==> config.mk <==
export PLATFORM = sky130hd
export DESIGN_NAME = referee_merge
export DESIGN_NICKNAME = d
export VERILOG_FILES = /design/src/rtl/referee_merge.sv
export SDC_FILE = /design/constraint.sdc
export NUM_CORES = 1
export LEC_CHECK = 0
export ABC_AREA = 1
export ABC_CLOCK_PERIOD_IN_PS = 4360
export CAP_MARGIN = 10
export CORE_AREA = 4 4 62 64
export DETAILED_ROUTE_END_ITERATION = 10
export DIE_AREA = 0 0 66 68
export GPL_TIMING_DRIVEN = 0
export PLACE_DENSITY_LB_ADDON = 0.12
export SETUP_SLACK_MARGIN = 0.3
export SLEW_MARGIN = 20
export SYNTH_ARGS = -nofsm -noshare
export SYNTH_HDL_FRONTEND = slang
export SYNTH_SLANG_ARGS = --single-unit
==> constraint.sdc <==
create_clock -name clk_i -period 4.36 [get_ports clk_i]
set_input_delay 0.654 -clock clk_i [delete_from_list [all_inputs] [get_ports clk_i]]
set_output_delay 0.654 -clock clk_i [all_outputs]
set_load 0.1 [all_outputs]
==> src/rtl/referee_merge.sv <==
// referee_merge: four-to-one round-robin merge arbiter.
// Drains four class FIFOs (registered read port) into one downstream FIFO,
// one word per cycle, throttled by the downstream almost_full flag.
//
// Ports:
//   clk_i            rising-edge clock
//   reset_i          synchronous active-high reset
//   empty_k_i        empty flag of class FIFO k (k = 0..3)
//   data_in_k_i      read data of class FIFO k, valid the cycle after pop_k_o
//   almost_full_i    downstream almost-full; suppresses pops in the same cycle
//   pop_k_o          read strobe to class FIFO k (at most one per cycle)
//   push_o           registered write strobe to the downstream FIFO
//   data_out_o       registered write data, valid when push_o = 1
//   idle_o           no word in flight and all class FIFOs empty
module referee_merge #(
  parameter int unsigned DataWidth = 12
) (
  input  logic                 clk_i,
  input  logic                 reset_i,
  input  logic                 empty_0_i,
  input  logic                 empty_1_i,
  input  logic                 empty_2_i,
  input  logic                 empty_3_i,
  input  logic [DataWidth-1:0] data_in_0_i,
  input  logic [DataWidth-1:0] data_in_1_i,
  input  logic [DataWidth-1:0] data_in_2_i,
  input  logic [DataWidth-1:0] data_in_3_i,
  input  logic                 almost_full_i,
  output logic                 pop_0_o,
  output logic                 pop_1_o,
  output logic                 pop_2_o,
  output logic                 pop_3_o,
  output logic                 push_o,
  output logic [DataWidth-1:0] data_out_o,
  output logic                 idle_o
);

  typedef enum logic [1:0] {StReset, StInit, StIdle, StActive} state_e;

  state_e               state_q;
  logic [1:0]           last_grant_q;
  logic [1:0]           sel_q;
  logic                 pend_q;
  logic                 push_q;
  logic [DataWidth-1:0] data_out_q;

  logic [3:0]           empty;
  logic                 all_empty;
  logic                 grant_valid;
  logic [1:0]           grant_idx;
  logic [1:0]           cand;
  logic [3:0]           pop;
  logic [DataWidth-1:0] sel_data;

  assign empty     = {empty_3_i, empty_2_i, empty_1_i, empty_0_i};
  assign all_empty = &empty;

  // Round-robin search starting one past the last grant. Pops are also held
  // off while reset is asserted so no word is lost to a FIFO being cleared.
  always_comb begin
    grant_valid = 1'b0;
    grant_idx   = last_grant_q;
    cand        = '0;
    pop         = '0;
    if (!reset_i && !almost_full_i && (state_q == StIdle || state_q == StActive)) begin
      for (int i = 1; i <= 4; i++) begin
        cand = last_grant_q + 2'(i);
        if (!grant_valid && !empty[cand]) begin
          grant_valid = 1'b1;
          grant_idx   = cand;
        end
      end
    end
    pop[grant_idx] = grant_valid;
  end

  always_comb begin
    sel_data = data_in_0_i;
    unique case (sel_q)
      2'd0: sel_data = data_in_0_i;
      2'd1: sel_data = data_in_1_i;
      2'd2: sel_data = data_in_2_i;
      2'd3: sel_data = data_in_3_i;
      default: sel_data = data_in_0_i;
    endcase
  end

  always_ff @(posedge clk_i) begin
    if (reset_i) begin
      state_q      <= StReset;
      last_grant_q <= 2'd3;
      sel_q        <= 2'd0;
      pend_q       <= 1'b0;
      push_q       <= 1'b0;
      data_out_q   <= '0;
    end else begin
      unique case (state_q)
        StReset:  state_q <= StInit;
        StInit:   state_q <= StIdle;
        StIdle:   if (!all_empty) state_q <= StActive;
        StActive: if (all_empty) state_q <= StIdle;
        default:  state_q <= StReset;
      endcase
      if (grant_valid) begin
        last_grant_q <= grant_idx;
        sel_q        <= grant_idx;
      end
      pend_q <= grant_valid;
      // FIFO read data is valid the cycle after the pop, when pend_q is set.
      push_q <= pend_q;
      if (pend_q) data_out_q <= sel_data;
    end
  end

  assign pop_0_o    = pop[0];
  assign pop_1_o    = pop[1];
  assign pop_2_o    = pop[2];
  assign pop_3_o    = pop[3];
  assign push_o     = push_q;
  assign data_out_o = data_out_q;
  assign idle_o     = all_empty & ~pend_q & ~push_q;

endmodule

==> results of run 1 <==
## final timing paths
check / end / startpoint
setup / recovery: pop_2_o / empty_1_i
hold reg to reg: state_q[1] / state_q[0]
hold / removal: state_q[1] / state_q[0]
setup reg to reg: data_out_o[8] / sel_q[0]
## state kept, by name, summed over array words and instances (netlist names)
register and count:
data_out_o 12, last_grant_q 2, sel_q 2, state_q 2, pend_q 1, push_o 1
## through the flow
| step | power [W] | instance area [um2] | util (%) |
|---|---|---|---|
| floorplan | 0.000325 | 1290 | - |
| global placement | 0.000403 | 2070 | 63.1 |
| detailed placement | 0.000404 | 2070 | 63.1 |
| CTS | 0.000519 | 2110 | 64.2 |
| global route | 0.000538 | 2110 | 64.2 |
| finish | 0.000513 | 2110 | 64.2 |
## metal layers
metal  share of wire, %  routed length, um  GRT usage [%]  vias up
met4                1.2                 50           6.09        0
li1                   -                  -              -      808
met3                6.5                262           3.78        5
met2                 46               1870           29.7       45
met1                 46               1840           22.5      694
met5                  0                  0              0        -
## report_power, final
group          switching (W)  internal [W]
sequential        0.00000585      0.000194
clock              0.0000616     0.0000510
combinational       0.000118     0.0000815
total               0.000186      0.000327
## kinds of logic (layout without fill, tap and decap cells)
family                 Yosys count  after routing  synth area share [%]
AND/OR/NAND/NOR                104            104                  38.9
AO/OA/AOI/OAI                   37             37                  19.1
buffers and inverters           36            112                  11.1
flip-flops                      20             20                  30.9
## cell usage in the layout, fill, tap and decap left out, drive strengths merged
cell type	synthesis	layout
nand4	3	3
dfxtp	20	20
nand2	60	60
o211ai	5	5
buf	2	2
a41oi	6	6
o21ai	11	11
a221oi	5	5
inv	27	27
clkinv	1	1
a21oi	10	10
nor2	16	16
nand3	24	24
clkdlybuf4s50	0	72
nor3	1	1
clkbuf	6	10
## area by class of cell
type / count / share of cell area (%)
Tap cell: 46 / 2.73
Inverter: 28 / 4.99
Timing Repair Buffer: 72 / 34.2
Sequential cell: 20 / 19.0
Clock buffer: 4 / 1.72
Buffer: 8 / 1.84
Multi-Input combinational cell: 141 / 35.5
## tightest hold or removal path, delay by kind of cell, from the launching register on
family	cells	cell delay [ns]
simple gates	2	0.11
flops	1	0.33
==> summary.md, run 1 <==
| Metric | Value |
|---|---|
| Post-CTS setup-driven buffer insertion count | `0` |
| Cts bufs inserted | `3` |
| Crit path buffers/inverters | `5` |
| Worst setup margin | `0.480 ns` |
| Crit path kind | `in2out` |
| VDD IR-drop max | `0.154 mV` |
| Series of cell instances along the critical path | `clkdlybuf4s50_1, inv_1, nand2_1, nand3_1, nand2_1, inv_1, nand2_1, nand2_1, nand3_2, nand3_2, nand2_2, inv_2, nor2_1, clkdlybuf4s50_1` |
| Worst slew pin tran | `1.00 ns` |
| CP max FO | `3` |
| Number of buffers between clock root and the deepest sink | `2` |
| Depth of the worst register-to-register path | `7` |
| Cell taking the most area after synthesis | `sky130_fd_sc_hd__dfxtp_1` |
| Leading post-synthesis cells by cell area | `sky130_fd_sc_hd__dfxtp_1 (31%), sky130_fd_sc_hd__nand2_1 (15%), sky130_fd_sc_hd__nand3_1 (7.7%)` |
| Max-cap violations | `0` |
| Cell mode on critical path | `sky130_fd_sc_hd__nand2_1` |
| Root buf cell | `sky130_fd_sc_hd__clkbuf_4` |
| Post-route insts no fill | `319` |
| Fin Setup TNS | `0 ns` |
| Die boundary width | `66 um` |
| Post-synthesis sequential element count | `20` |
| Clock transition time at the flip-flop clock pins of the worst setup and hold paths | `0.12 ns` |
| I/O Pins | `73` |
| Post-synth top area share | `30.9%` |
| Minimum setup slack after placement | `0.470 ns` |
| Synth-to-Final Area Change | `63.0%` |
| Average routed wire per standard cell | `12.6 um` |
| Routed wire length | `4.02 mm` |
| Total Routing Usage GR | `17.7%` |
| IO buf count | `72` |
| Violation count after the first detailed-route iteration | `51` |
| Total core area | `3280 um2` |
| Vias | `1552` |
| Synth Instances | `197` |
| Dominant synthesized flop cell | `sky130_fd_sc_hd__dfxtp_1` |
| Crit path required time | `3.71 ns` |
| Filler cells | `313` |
| HPWL Detailed | `3.17 mm` |
| Setup repair after global routing missed its margin | `no` |
| Endpoint kind of the worst setup timing path | `output pin` |
| Area of the mapped netlist | `1290 um2` |
| Delay of the slowest cell on the worst path | `1.14 ns` |
| Static leakage | `0.899 nW` |
| Slowest stage cell on the critical path | `sky130_fd_sc_hd__clkdlybuf4s50_1` |
| Post-route clock period utilization | `89.0%` |
| Share of synthesized flip-flops with an asynchronous set or reset | `0%` |
| Critical path arrival | `3.23 ns` |
| Synthesized netlist net count | `252` |
| Final antenna-violating net count | `0` |
| Syn avg cell area | `6.57 um2` |
| CTS tree | `done` |
| Worst skew pair latency | `0.31 ns` |
| Overflow left after global routing | `0` |
| Global-route wire length before repair | `6.10 mm` |
| Final setup viols | `0` |
| Global placer's final weighted congestion | `0.740` |
| Number of flops mapped to enable cells by yosys | `0` |
| Stages on the worst setup path | `14` |
| # DRC | `0` |
| Ranking of synthesized cells by instance count | `sky130_fd_sc_hd__nand2_1 (52), sky130_fd_sc_hd__inv_1 (25), sky130_fd_sc_hd__dfxtp_1 (20), sky130_fd_sc_hd__nand3_1 (20), sky130_fd_sc_hd__nor2_1 (14)` |
| Type of the worst min-delay path | `reg2reg` |
| Post_cts resized | `0` |
| Worst hold slack | `0.472 ns` |
| Largest net degree at the start of global routing | `12` |
| Depth of the CTS H-tree | `1` |
| Yosys warns | `0` |
| Top delay family on crit path | `buffers and inverters` |
| CTS hold repair buffers | `0` |
| Clock Skews | `0.00176 ns` |
| Fraction of final layout cells with drive strength greater than 1 | `9.16%` |
| Clock net sink count | `20` |
| Status | `finished clean` |
| Count of nets after finishing | `329` |
| Final Hold Viols | `0` |
| Startpoint type of the worst setup path | `input port` |
| Flip-flop and latch area | `400 um2` |
| Power density relative to cell area | `243 nW/um2` |
| Number of placement rows | `21` |
| WHS Path Cells | `2` |
| Post-layout minimum cycle time | `3.88 ns` |
| Initial core utilization | `39.4%` |
| Ant. Diodes | `0` |
| Top-count cell post-synth | `sky130_fd_sc_hd__nand2_1` |
| Vert. Die Dim | `68 um` |
| Share of synthesized area occupied by flip-flops and latches | `30.9%` |
| Number of antenna violations at the first check in global routing | `0` |
| Total instance count after detailed placement | `315` |
| Number of vias per cell | `4.87` |
| Unique masters post-synth | `25` |
| Area used by multi-input combinational logic | `749 um2` |
| Fmax achieved | `258 MHz` |
| Reg2reg setup slack | `2.77 ns` |
| Count of final max-slew check failures | `0` |
| Vias in the first global route | `1390` |
| First-pass iteration count of the detailed router | `4` |
| Relative slew slack | `33.1%` |
| Die area | `4490 um2` |
Power figures use the tool's default switching activity.
==> inputs of run 2 (changes only) <==
--- a/config.mk
+++ b/config.mk
@@ -6,11 +6,11 @@
 export NUM_CORES = 1
 export LEC_CHECK = 0
 export ABC_AREA = 1
-export ABC_CLOCK_PERIOD_IN_PS = 4360
+export ABC_CLOCK_PERIOD_IN_PS = 3970
 export CAP_MARGIN = 10
-export CORE_AREA = 4 4 62 64
+export CORE_AREA = 4 4 64 66
 export DETAILED_ROUTE_END_ITERATION = 10
-export DIE_AREA = 0 0 66 68
+export DIE_AREA = 0 0 68 70
 export GPL_TIMING_DRIVEN = 0
 export PLACE_DENSITY_LB_ADDON = 0.12
 export SETUP_SLACK_MARGIN = 0.3
==> constraint.sdc (replaced) <==
create_clock -name clk_i -period 3.97 [get_ports clk_i]
set_input_delay 0.5955 -clock clk_i [delete_from_list [all_inputs] [get_ports clk_i]]
set_output_delay 0.5955 -clock clk_i [all_outputs]
set_load 0.1 [all_outputs]
==> summary.md, run 2 (synthesis gave the netlist of run 1 again) <==
| Metric | Value |
|---|---|
| Setup repair after global routing missed its margin | `no` |
| Ant. Diodes | `0` |
| Crit path required time | `3.37 ns` |
| Synth-to-Final Area Change | `64.0%` |
| Fraction of final layout cells with drive strength greater than 1 | `9.16%` |
| Crit path buffers/inverters | `3` |
| Series of cell instances along the critical path | `clkdlybuf4s50_1, inv_1, o21ai_1, nand2_2, nand2_4, nand3_4, o21ai_2, nand4_2, nor2_1, dlygate4sd2_1` |
| Total core area | `3580 um2` |
| Slowest stage cell on the critical path | `sky130_fd_sc_hd__dlygate4sd2_1` |
| CP max FO | `5` |
| First-pass iteration count of the detailed router | `4` |
| Type of the worst min-delay path | `reg2reg` |
| Number of antenna violations at the first check in global routing | `0` |
| Delay of the slowest cell on the worst path | `0.86 ns` |
| Vert. Die Dim | `70 um` |
| Root buf cell | `sky130_fd_sc_hd__clkbuf_4` |
| Worst skew pair latency | `0.31 ns` |
| Commonest non-fill, non-tap cells in the layout | `sky130_fd_sc_hd__clkdlybuf4s50_1 (68), sky130_fd_sc_hd__nand2_1 (52), sky130_fd_sc_hd__inv_1 (25)` |
| Max-cap violations | `0` |
| Post-CTS setup-driven buffer insertion count | `0` |
| Fmax achieved | `290 MHz` |
| Initial core utilization | `36.2%` |
| Clock transition time at the flip-flop clock pins of the worst setup and hold paths | `0.12 ns` |
| Post_cts resized | `4` |
| HPWL Detailed | `3.10 mm` |
| Vias | `1508` |
| Total Routing Usage GR | `17.1%` |
| Startpoint type of the worst setup path | `input port` |
| Final Hold Viols | `0` |
| Depth of the CTS H-tree | `1` |
| Global-route wire length before repair | `6.36 mm` |
| Clock Skews | `0.00182 ns` |
| Routed wire length | `3.89 mm` |
| Relative slew slack | `33.8%` |
| Overflow left after global routing | `0` |
| Max reg flops | `12` |
| Post-route clock period utilization | `86.8%` |
| Largest net degree at the start of global routing | `13` |
| Post-route insts no fill | `321` |
| Fin Setup TNS | `0 ns` |
| # DRC | `0` |
| VDD IR-drop max | `0.173 mV` |
| Worst slew pin tran | `0.990 ns` |
| Critical path arrival | `2.85 ns` |
| Vias in the first global route | `1411` |
| Global placer's final weighted congestion | `0.755` |
| Total instance count after detailed placement | `317` |
| Status | `finished clean` |
| Number of vias per cell | `4.70` |
| Number of placement rows | `22` |
| IO buf count | `72` |
| Static leakage | `0.925 nW` |
| Number of buffers between clock root and the deepest sink | `2` |
| Count of nets after finishing | `329` |
| Final antenna-violating net count | `0` |
| Crit path kind | `in2out` |
| Post-layout minimum cycle time | `3.45 ns` |
| Die area | `4760 um2` |
| Filler cells | `371` |
| Violation count after the first detailed-route iteration | `98` |
| Area used by multi-input combinational logic | `749 um2` |
| Die boundary width | `68 um` |
| Final setup viols | `0` |
| Cts bufs inserted | `3` |
| I/O Pins | `73` |
| Most common cell after layout, fill and taps aside | `sky130_fd_sc_hd__clkdlybuf4s50_1` |
| Top delay family on crit path | `buffers and inverters` |
| CTS tree | `done` |
| Average routed wire per standard cell | `12.1 um` |
| Clock net sink count | `20` |
| Endpoint kind of the worst setup timing path | `output pin` |
| Power density relative to cell area | `287 nW/um2` |
| Flip-flop and latch area | `400 um2` |
| Worst hold slack | `0.471 ns` |
| Count of final max-slew check failures | `0` |
| CTS hold repair buffers | `0` |
run 2: cell count changes in the layout (fill, tap and decap cells not counted), sizes merged:
cell | previous run | this run
clkdlybuf4s50 | 72 | 68
dlygate4sd2 | 0 | 4
bufinv | 0 | 1
clkbuf | 10 | 9
run 2: layout make-up:
cell class | count | area share [%]
Buffer | 8 | 1.83
Clock buffer | 3 | 1.06
Clock inverter | 1 | 1.42
Inverter | 28 | 4.95
Multi-Input combinational cell | 141 | 35.3
Sequential cell | 20 | 18.9
Tap cell | 48 | 2.83
Timing Repair Buffer | 72 | 33.7
run 2: worst paths after layout:
check | slack, ns | cells past startpoint | start | end
hold reg to reg | 0.47 | 2 | state_q[0] | state_q[1]
setup reg to reg | 2.40 | 7 | sel_q[0] | data_out_o[4]
setup / recovery | 0.52 | 10 | empty_3_i | pop_3_o
hold / removal | 0.47 | 2 | state_q[0] | state_q[1]
run 2: report_power, final:
group	leakage (nW)	switching, W	internal (W)
registers	0.163	0.00000667	0.000214
logic	0.734	0.000129	0.0000891
clock network	0.0279	0.0000682	0.000102
run 2: stage by stage:
step	cell area [um2]	power, W	util (%)	setup slack [ns]
after floorplan	1290	0.000357	-	0.528
after global placement	2070	0.000443	58.0	0.236
after detailed placement	2070	0.000444	58.0	0.211
after CTS	2120	0.000615	59.3	0.498
after global routing	2120	0.000641	59.3	0.335
final	2120	0.000609	59.3	0.523
run 2: worst min-delay path, stage by stage (launching register included):
cell                      delay, ns
sky130_fd_sc_hd__dfxtp_1       0.33
sky130_fd_sc_hd__nor2_1        0.05
sky130_fd_sc_hd__nor2_1        0.07
run 2: per-layer routing:
layer	part of all wire, %	wire length, um	vias up	global-route usage [%]
met5	0	0	-	0
met3	5.2	201	4	2.89
met2	51	1990	43	29.7
li1	-	-	808	-
met1	43	1660	653	21.2
met4	1.0	40	0	4.64
